**src/rtl/instr_fetch_stage_pkg.sv**
```systemverilog
// Shared definitions for the instruction fetch stage.
// Holds datapath widths, the bubble encoding, fetch FSM state encodings,
// the IF/ID payload struct and a PC alignment helper.
package instr_fetch_stage_pkg;

    localparam int unsigned XLEN = 32;
    localparam int unsigned ILEN = 32;

    // addi x0,x0,0
    localparam logic [ILEN-1:0] NOP_INSTR = 32'h0000_0013;

    typedef enum logic [1:0] {
        FS_REQ   = 2'd0,
        FS_WAIT  = 2'd1,
        FS_HOLD  = 2'd2,
        FS_DRAIN = 2'd3
    } fetch_state_e;

    typedef struct packed {
        logic            valid;
        logic [XLEN-1:0] pc;
        logic [XLEN-1:0] pc_plus4;
        logic [ILEN-1:0] instr;
    } if_id_t;

    // Instructions are word aligned; only the two low PC bits matter.
    function automatic logic pc_aligned(input logic [1:0] pc_lo);
        return pc_lo == 2'b00;
    endfunction

endpackage

```
**src/rtl/instr_fetch_stage_if.sv**
```systemverilog
// Instruction-memory request/response channel.
//   req_valid/req_addr/req_ready : one request per accepted handshake
//   rsp_valid/rsp_data           : one in-order response per accepted request
// master = fetch stage, slave = instruction memory.
interface instr_fetch_stage_if;
    import instr_fetch_stage_pkg::*;

    logic            req_valid;
    logic [XLEN-1:0] req_addr;
    logic            req_ready;
    logic            rsp_valid;
    logic [ILEN-1:0] rsp_data;

    modport master (
        output req_valid,
        output req_addr,
        input  req_ready,
        input  rsp_valid,
        input  rsp_data
    );

    modport slave (
        input  req_valid,
        input  req_addr,
        output req_ready,
        output rsp_valid,
        output rsp_data
    );

endinterface

```
**src/rtl/instr_fetch_stage_if_id.sv**
```systemverilog
// IF/ID pipeline register: load, hold on decode stall, otherwise bubble.
// Flush forces a bubble even while decode is stalled. Bubbles keep the pc fields.
// Ports:
//   clk, reset         clock, async active-high reset
//   flush              squash the register contents
//   load               capture load_pc/load_instr this cycle
//   stall_id           decode stalled; hold contents
//   load_pc/load_instr instruction being delivered
//   if_id              registered IF/ID payload
module instr_fetch_stage_if_id
    import instr_fetch_stage_pkg::*;
(
    input  logic            clk,
    input  logic            reset,
    input  logic            flush,
    input  logic            load,
    input  logic            stall_id,
    input  logic [XLEN-1:0] load_pc,
    input  logic [ILEN-1:0] load_instr,
    output if_id_t          if_id
);

    localparam if_id_t IF_ID_RST = '{
        valid:    1'b0,
        pc:       '0,
        pc_plus4: XLEN'(4),
        instr:    NOP_INSTR
    };

    if_id_t if_id_q;
    if_id_t if_id_d;

    // Next-state: flush > load > stall hold > bubble
    always_comb begin
        if_id_d = if_id_q;
        if (flush) begin
            if_id_d.valid = 1'b0;
            if_id_d.instr = NOP_INSTR;
        end else if (load) begin
            if_id_d.valid    = 1'b1;
            if_id_d.pc       = load_pc;
            if_id_d.pc_plus4 = load_pc + XLEN'(4);
            if_id_d.instr    = load_instr;
        end else if (!stall_id) begin
            if_id_d.valid = 1'b0;
            if_id_d.instr = NOP_INSTR;
        end
    end

    always_ff @(posedge clk or posedge reset) begin
        if (reset) begin
            if_id_q <= IF_ID_RST;
        end else begin
            if_id_q <= if_id_d;
        end
    end

    assign if_id = if_id_q;

endmodule

```
**src/rtl/instr_fetch_stage.sv**
```systemverilog
// Fetch stage: issues one instruction-memory request per PC, absorbs decode
// stalls in a one-entry hold buffer, discards stale responses after a flush,
// and flags misaligned PCs or response timeouts as a sticky fault.
// Ports:
//   clk, reset        clock, async active-high reset
//   pc                current PC from the program counter
//   stall_id, flush   decode stall / taken branch-jump squash
//   imem              instruction-memory channel (master side)
//   stall_pc          1 = program counter must hold
//   if_id_*           IF/ID pipeline register outputs
//   fetch_fault       sticky misalignment/timeout flag, cleared by flush
module instr_fetch_stage
    import instr_fetch_stage_pkg::*;
#(
    parameter int unsigned TIMEOUT = 255
) (
    input  logic                  clk,
    input  logic                  reset,
    input  logic [XLEN-1:0]       pc,
    input  logic                  stall_id,
    input  logic                  flush,
    instr_fetch_stage_if.master   imem,
    output logic                  stall_pc,
    output logic                  if_id_valid,
    output logic [XLEN-1:0]       if_id_pc,
    output logic [XLEN-1:0]       if_id_pc_plus4,
    output logic [ILEN-1:0]       if_id_instr,
    output logic                  fetch_fault
);

    localparam int unsigned CNT_W = $clog2(TIMEOUT + 1);

    fetch_state_e    state_q, state_d;
    logic [XLEN-1:0] req_pc_q, req_pc_d;
    logic [ILEN-1:0] hold_q, hold_d;
    logic [CNT_W-1:0] cnt_q, cnt_d;
    logic            fault_q, fault_d;

    logic            req_valid_c;
    logic            hs_c;
    logic            load_c;
    logic [ILEN-1:0] load_instr_c;
    logic            counting_c;
    logic [CNT_W-1:0] cnt_inc_c;
    logic            timeout_c;
    if_id_t          if_id;

    // Requests only from REQ, with an aligned PC and no pending fault
    assign req_valid_c = (state_q == FS_REQ) && pc_aligned(pc[1:0]) && !fault_q;
    assign hs_c        = req_valid_c && imem.req_ready;
    assign counting_c  = ((state_q == FS_WAIT) || (state_q == FS_DRAIN)) && !imem.rsp_valid;
    assign cnt_inc_c   = cnt_q + CNT_W'(1);
    assign timeout_c   = counting_c && (cnt_inc_c == CNT_W'(TIMEOUT));

    // Fetch FSM next-state; flush overrides the normal transitions
    always_comb begin
        state_d      = state_q;
        req_pc_d     = req_pc_q;
        hold_d       = hold_q;
        fault_d      = fault_q;
        load_c       = 1'b0;
        load_instr_c = imem.rsp_data;

        case (state_q)
            FS_REQ: begin
                if (!pc_aligned(pc[1:0])) begin
                    fault_d = 1'b1;
                end
                if (hs_c) begin
                    req_pc_d = pc;
                    state_d  = FS_WAIT;
                end
            end
            FS_WAIT: begin
                if (imem.rsp_valid) begin
                    if (!stall_id) begin
                        load_c  = 1'b1;
                        state_d = FS_REQ;
                    end else begin
                        hold_d  = imem.rsp_data;
                        state_d = FS_HOLD;
                    end
                end else if (timeout_c) begin
                    fault_d = 1'b1;
                    state_d = FS_REQ;
                end
            end
            FS_HOLD: begin
                if (!stall_id) begin
                    load_c       = 1'b1;
                    load_instr_c = hold_q;
                    state_d      = FS_REQ;
                end
            end
            FS_DRAIN: begin
                if (imem.rsp_valid) begin
                    state_d = FS_REQ;
                end else if (timeout_c) begin
                    fault_d = 1'b1;
                    state_d = FS_REQ;
                end
            end
            default: state_d = FS_REQ;
        endcase

        // A request accepted or still in flight during a flush must be drained
        if (flush) begin
            fault_d = 1'b0;
            load_c  = 1'b0;
            case (state_q)
                FS_REQ:   state_d = hs_c ? FS_DRAIN : FS_REQ;
                FS_WAIT:  state_d = imem.rsp_valid ? FS_REQ : FS_DRAIN;
                FS_HOLD:  state_d = FS_REQ;
                FS_DRAIN: state_d = imem.rsp_valid ? FS_REQ : FS_DRAIN;
                default:  state_d = FS_REQ;
            endcase
        end

        // Counter restarts on any state change and on flush
        cnt_d = '0;
        if (!flush && counting_c && (state_d == state_q)) begin
            cnt_d = cnt_inc_c;
        end
    end

    always_ff @(posedge clk or posedge reset) begin
        if (reset) begin
            state_q  <= FS_REQ;
            req_pc_q <= '0;
            hold_q   <= NOP_INSTR;
            cnt_q    <= '0;
            fault_q  <= 1'b0;
        end else begin
            state_q  <= state_d;
            req_pc_q <= req_pc_d;
            hold_q   <= hold_d;
            cnt_q    <= cnt_d;
            fault_q  <= fault_d;
        end
    end

    instr_fetch_stage_if_id u_if_id (
        .clk        (clk),
        .reset      (reset),
        .flush      (flush),
        .load       (load_c),
        .stall_id   (stall_id),
        .load_pc    (req_pc_q),
        .load_instr (load_instr_c),
        .if_id      (if_id)
    );

    // PC advances only when an instruction is delivered or on a redirect
    assign stall_pc       = !(load_c || flush);
    assign imem.req_valid = req_valid_c;
    assign imem.req_addr  = pc;

    assign if_id_valid    = if_id.valid;
    assign if_id_pc       = if_id.pc;
    assign if_id_pc_plus4 = if_id.pc_plus4;
    assign if_id_instr    = if_id.instr;
    assign fetch_fault    = fault_q;

endmodule
```
**src/flat_wrapper.sv**
```systemverilog
// flat-port wrapper written by rule: the top's interface ports become plain ports
module instr_fetch_stage_flat import instr_fetch_stage_pkg::*;
#(
    parameter int unsigned TIMEOUT = 255
)
  (clk, reset, pc, stall_id, flush, stall_pc, if_id_valid, if_id_pc, if_id_pc_plus4, if_id_instr, fetch_fault, imem_req_valid, imem_req_addr, imem_req_ready, imem_rsp_valid, imem_rsp_data);
  instr_fetch_stage_if imem_i ();
  input  logic clk;
  input  logic reset;
  input  logic [XLEN-1:0] pc;
  input  logic stall_id;
  input  logic flush;
  output logic stall_pc;
  output logic if_id_valid;
  output logic [XLEN-1:0] if_id_pc;
  output logic [XLEN-1:0] if_id_pc_plus4;
  output logic [ILEN-1:0] if_id_instr;
  output logic fetch_fault;
  output wire logic [$bits(imem_i.req_valid)-1:0] imem_req_valid;
  output wire logic [$bits(imem_i.req_addr)-1:0] imem_req_addr;
  input wire logic [$bits(imem_i.req_ready)-1:0] imem_req_ready;
  input wire logic [$bits(imem_i.rsp_valid)-1:0] imem_rsp_valid;
  input wire logic [$bits(imem_i.rsp_data)-1:0] imem_rsp_data;
  assign imem_req_valid = imem_i.req_valid;
  assign imem_req_addr = imem_i.req_addr;
  assign imem_i.req_ready = imem_req_ready;
  assign imem_i.rsp_valid = imem_rsp_valid;
  assign imem_i.rsp_data = imem_rsp_data;
  instr_fetch_stage #(.TIMEOUT(TIMEOUT)) u_core (.clk(clk), .reset(reset), .pc(pc), .stall_id(stall_id), .flush(flush), .imem(imem_i), .stall_pc(stall_pc), .if_id_valid(if_id_valid), .if_id_pc(if_id_pc), .if_id_pc_plus4(if_id_pc_plus4), .if_id_instr(if_id_instr), .fetch_fault(fetch_fault));
endmodule
```
**config.mk**
```make
export PLATFORM = sky130hd
export DESIGN_NAME = instr_fetch_stage_flat
export DESIGN_NICKNAME = d
export VERILOG_FILES = /design/src/rtl/instr_fetch_stage_pkg.sv /design/src/rtl/instr_fetch_stage_if.sv /design/src/rtl/instr_fetch_stage_if_id.sv /design/src/rtl/instr_fetch_stage.sv /design/src/flat_wrapper.sv
export SDC_FILE = /design/constraint.sdc
export NUM_CORES = 1
export LEC_CHECK = 0
export CAP_MARGIN = 20
export CORE_ASPECT_RATIO = 0.8
export CORE_MARGIN = 4
export CORE_UTILIZATION = 44
export DETAILED_ROUTE_END_ITERATION = 10
export PLACE_DENSITY_LB_ADDON = 0.1
export SYNTH_ARGS = -nofsm -noshare
export SYNTH_HDL_FRONTEND = slang
export SYNTH_SLANG_ARGS = --single-unit
```
**constraint.sdc**
```tcl
create_clock -name clk -period 5.8 [get_ports clk]
set_clock_uncertainty 0.15 [all_clocks]
set_input_delay 0.87 -clock clk [delete_from_list [all_inputs] [get_ports clk]]
set_output_delay 0.87 -clock clk [all_outputs]
set_load 0.1 [all_outputs]
```
==> results.md <==
- Worst setup path startpoint: pc[0]
- Met3 usage: 0.05796
- Detailed Route WL: 18640 um
- Post-synthesis net count: 794
- Synth unique cells: 49
- Cells after DPL: 1073
- Startpoint Class: input pin
- Synth Cell Area: 7675 um^2
- Grt peak-use layer: met2
- Synthesized instance count: 716
- Peak supply drop: 0.6226 mV
- Post-DP HPWL: 12930 um
- M2 GR Usage: 0.3127
- Synth warn: 0
- Tcrit/Tclk final: 0.7235
- Worst reg-to-reg setup slack: 2750 ps
- CTS Root Cell: clkbuf_16
- Number of buffers added for setup after CTS: 0
- Final Hold Fails: 0
- FP Rows: 42
- Worst Reg2Reg Path Length in Cells: 6
- Overall routing resource usage: 0.1907
- DR pass1 iterations: 4
- Total number of vias: 5591
- CP max FO: 6
- WL/cell: 16.82 um
- Crit path DAT: 3180 ps
- Hold bufs inserted after CTS: 0
- Final setup vio count: 0
- Post-synth EDFFs: 0
- Pleak: 0.004702 uW
- Initial DRC Count: 193
- Ys async rst share: 1.000
- Clock tree buffer depth: 2
- Num ports: 202
- R2r startpoint: u_core.state_q[0]$_DFF_PP0_
- Main flop type after synthesis: dfrtp_1
- ANT cells: 0
- Fin cells: 1108
- CTS buffer count: 17
- Minimum hold slack: 325.9 ps
- Status: complete, no violations
- Core Footprint: 16820 um^2
- Clk sinks: 170
- Clock transition at path regs: 60 ps
- Setup TNS: 0 ps
- RSZ-0062 raised after global routing: false
- Die W: 155.7 um
- Vias in the first global route: 5777
- Worst Max-Slew Pin Slew: 1071 ps
- Grt ovf: 0
- Worst setup path class: input pin to output pin
- Slew headroom: 0.2839
- CTS resizes: 0
- Clk_lat worst skew: 420 ps
- Nets@finish: 953
- Number of remaining DRC errors: 0
- Worst path required time: 4780 ps
- Synthesized flop and latch total: 170
- Layout cell share with drive strength beyond 1: 0.1385
- Area grow syn2layout: 34.58%
- Number of port buffers: 201
- DIE HEIGHT: 126.1 um
- Syn Area/Cell: 10.72 um^2
- Drt via density: 5.046
- Slew Limit Fails: 0
- Antenna violations before repair: 0
- Setup crit end: imem_req_valid
- CP Capture Type: output pin
- Worst hold path cell count: 2
- Seq/Total Area, Yosys: 0.5554
- Cell area power density: 591.9 nW/um^2
- CTS tree: yes
- Largest net degree at the start of global routing: 116
- Period minus WS final: 4196 ps
- Die area: 19630 um^2
- Min-Delay Path Class: register to register
- GR Layer Usage met1: 0.2537
- Fmax: 0.2383 GHz
- H-tree depth: 4
- Max-capacitance violation count: 0
- Fillers: 1350
- Antenna-violating nets left: 0
- First-pass GRT wire length: 30080 um
- Final Wtd Congestion: 0.7997
- Critical R2R Capture: u_core.u_if_id.if_id[41]$_DFFE_PP0P_
- Starting Density: 0.4564
-- critical path, cell delays in order --
cell	delay, ps
clkdlybuf4s50_1	430
or4b_1	620
inv_2	120
clkdlybuf4s50_1	1130
-- power breakdown --
group,internal (uW),switching (uW)
registers,1620,333
logic,759,2190
clock network,715,494
-- cell usage after synthesis, types with 2 or more instances --
library cell	n	share of area
nor3_1	4	0.0026
a21o_1	2	0.0020
and3_1	8	0.0065
a21oi_1	8	0.0052
o221ai_1	2	0.0023
or3_1	3	0.0024
nand2_1	172	0.084
nand4_1	8	0.0065
a31oi_1	2	0.0016
inv_1	6	0.0029
mux2i_1	32	0.042
nor2_1	22	0.011
a21boi_0	2	0.0020
and2_1	3	0.0024
xnor2_1	10	0.011
buf_4	34	0.033
nand3_1	17	0.011
o21ai_0	59	0.038
ha_1	8	0.013
dfrtp_1	163	0.53
mux2_2	63	0.092
nand2b_1	3	0.0024
clkbuf_1	26	0.013
dfstp_2	7	0.024
buf_2	6	0.0039
a211oi_1	3	0.0029
xor2_1	21	0.024
-- through the flow --
step / instance area (um^2) / util / setup WS (ps) / power, uW
global placement: 9608 / 0.5714 / 1625 / 4871
global route: 10330 / 0.6142 / 1544 / 6381
floorplan: 7675 / - / 188.1 / 4170
finish: 10330 / 0.6142 / 1604 / 6114
CTS: 10250 / 0.6097 / 1601 / 6154
detailed placement: 9623 / 0.5722 / 1603 / 4929
-- area by class of cell --
| type | count | area (um^2) | area share |
|---|---|---|---|
| clock buffer | 19 | 452.9 | 0.04385 |
| clock inverter | 13 | 177.7 | 0.01720 |
| inverter | 7 | 31.28 | 0.003028 |
| multi-input combinational | 471 | 3004 | 0.2909 |
| sequential | 170 | 4263 | 0.4127 |
| tap | 220 | 275.3 | 0.02665 |
| timing repair buffer | 208 | 2125 | 0.2057 |
-- flip-flops by register name, indices dropped and copies added (netlist names) --
signal	flops
u_core.u_if_id.if_id	95
u_core.fetch_fault	1
u_core.req_pc_q	32
u_core.cnt_q	8
u_core.state_q	2
u_core.hold_q	32
-- how the worst min path moves through the flow --
stage	start	endpoint	slack, ps
global placement	u_core.req_pc_q[0]$_DFFE_PP0P_	u_core.u_if_id.if_id[64]$_DFFE_PP0P_	300
global route	u_core.u_if_id.if_id[8]$_DFFE_PP0P_	u_core.u_if_id.if_id[8]$_DFFE_PP0P_	360
CTS	u_core.u_if_id.if_id[69]$_DFFE_PP0P_	u_core.u_if_id.if_id[69]$_DFFE_PP0P_	330
detailed placement	u_core.u_if_id.if_id[89]$_DFFE_PP0P_	u_core.u_if_id.if_id[89]$_DFFE_PP0P_	310
floorplan	u_core.req_pc_q[0]$_DFFE_PP0P_	u_core.u_if_id.if_id[64]$_DFFE_PP0P_	280
finish	u_core.req_pc_q[0]$_DFFE_PP0P_	u_core.u_if_id.if_id[64]$_DFFE_PP0P_	330
-- routing by layer --
| layer | routed length, um | vias to the layer above | part of all wire |
|---|---|---|---|
| met1 | 8431 | 2717 | 0.45 |
| met5 | 0 | - | 0 |
| met3 | 1214 | 14 | 0.065 |
| met4 | 138 | 0 | 0.0074 |
| li1 | - | 2700 | - |
| met2 | 8851 | 160 | 0.47 |
-- cells by family after synthesis --
group                      synth area share
xor gates and xnor gates            0.03538
AOI/OAI and AO/OA                   0.06162
and+or+nand+nor                      0.1451
muxes                                0.1342
DFF                                  0.5554
adders and majority gates           0.01304
buffers and inverters               0.05526
-- layout by cell type, fill, tap and decap left out, types with 8 or more instances in the layout --
master	n
ha_1	8
and3_1	8
clkbuf_16	17
nor2_1	22
xnor2_1	10
nand3_1	17
nand4_1	8
dfrtp_1	163
clkdlybuf4s50_1	201
xor2_1	21
o21ai_0	59
mux2i_1	32
mux2_2	63
nand2_1	170
a21oi_1	8
Note: power is estimated with default switching activity, not from simulation.
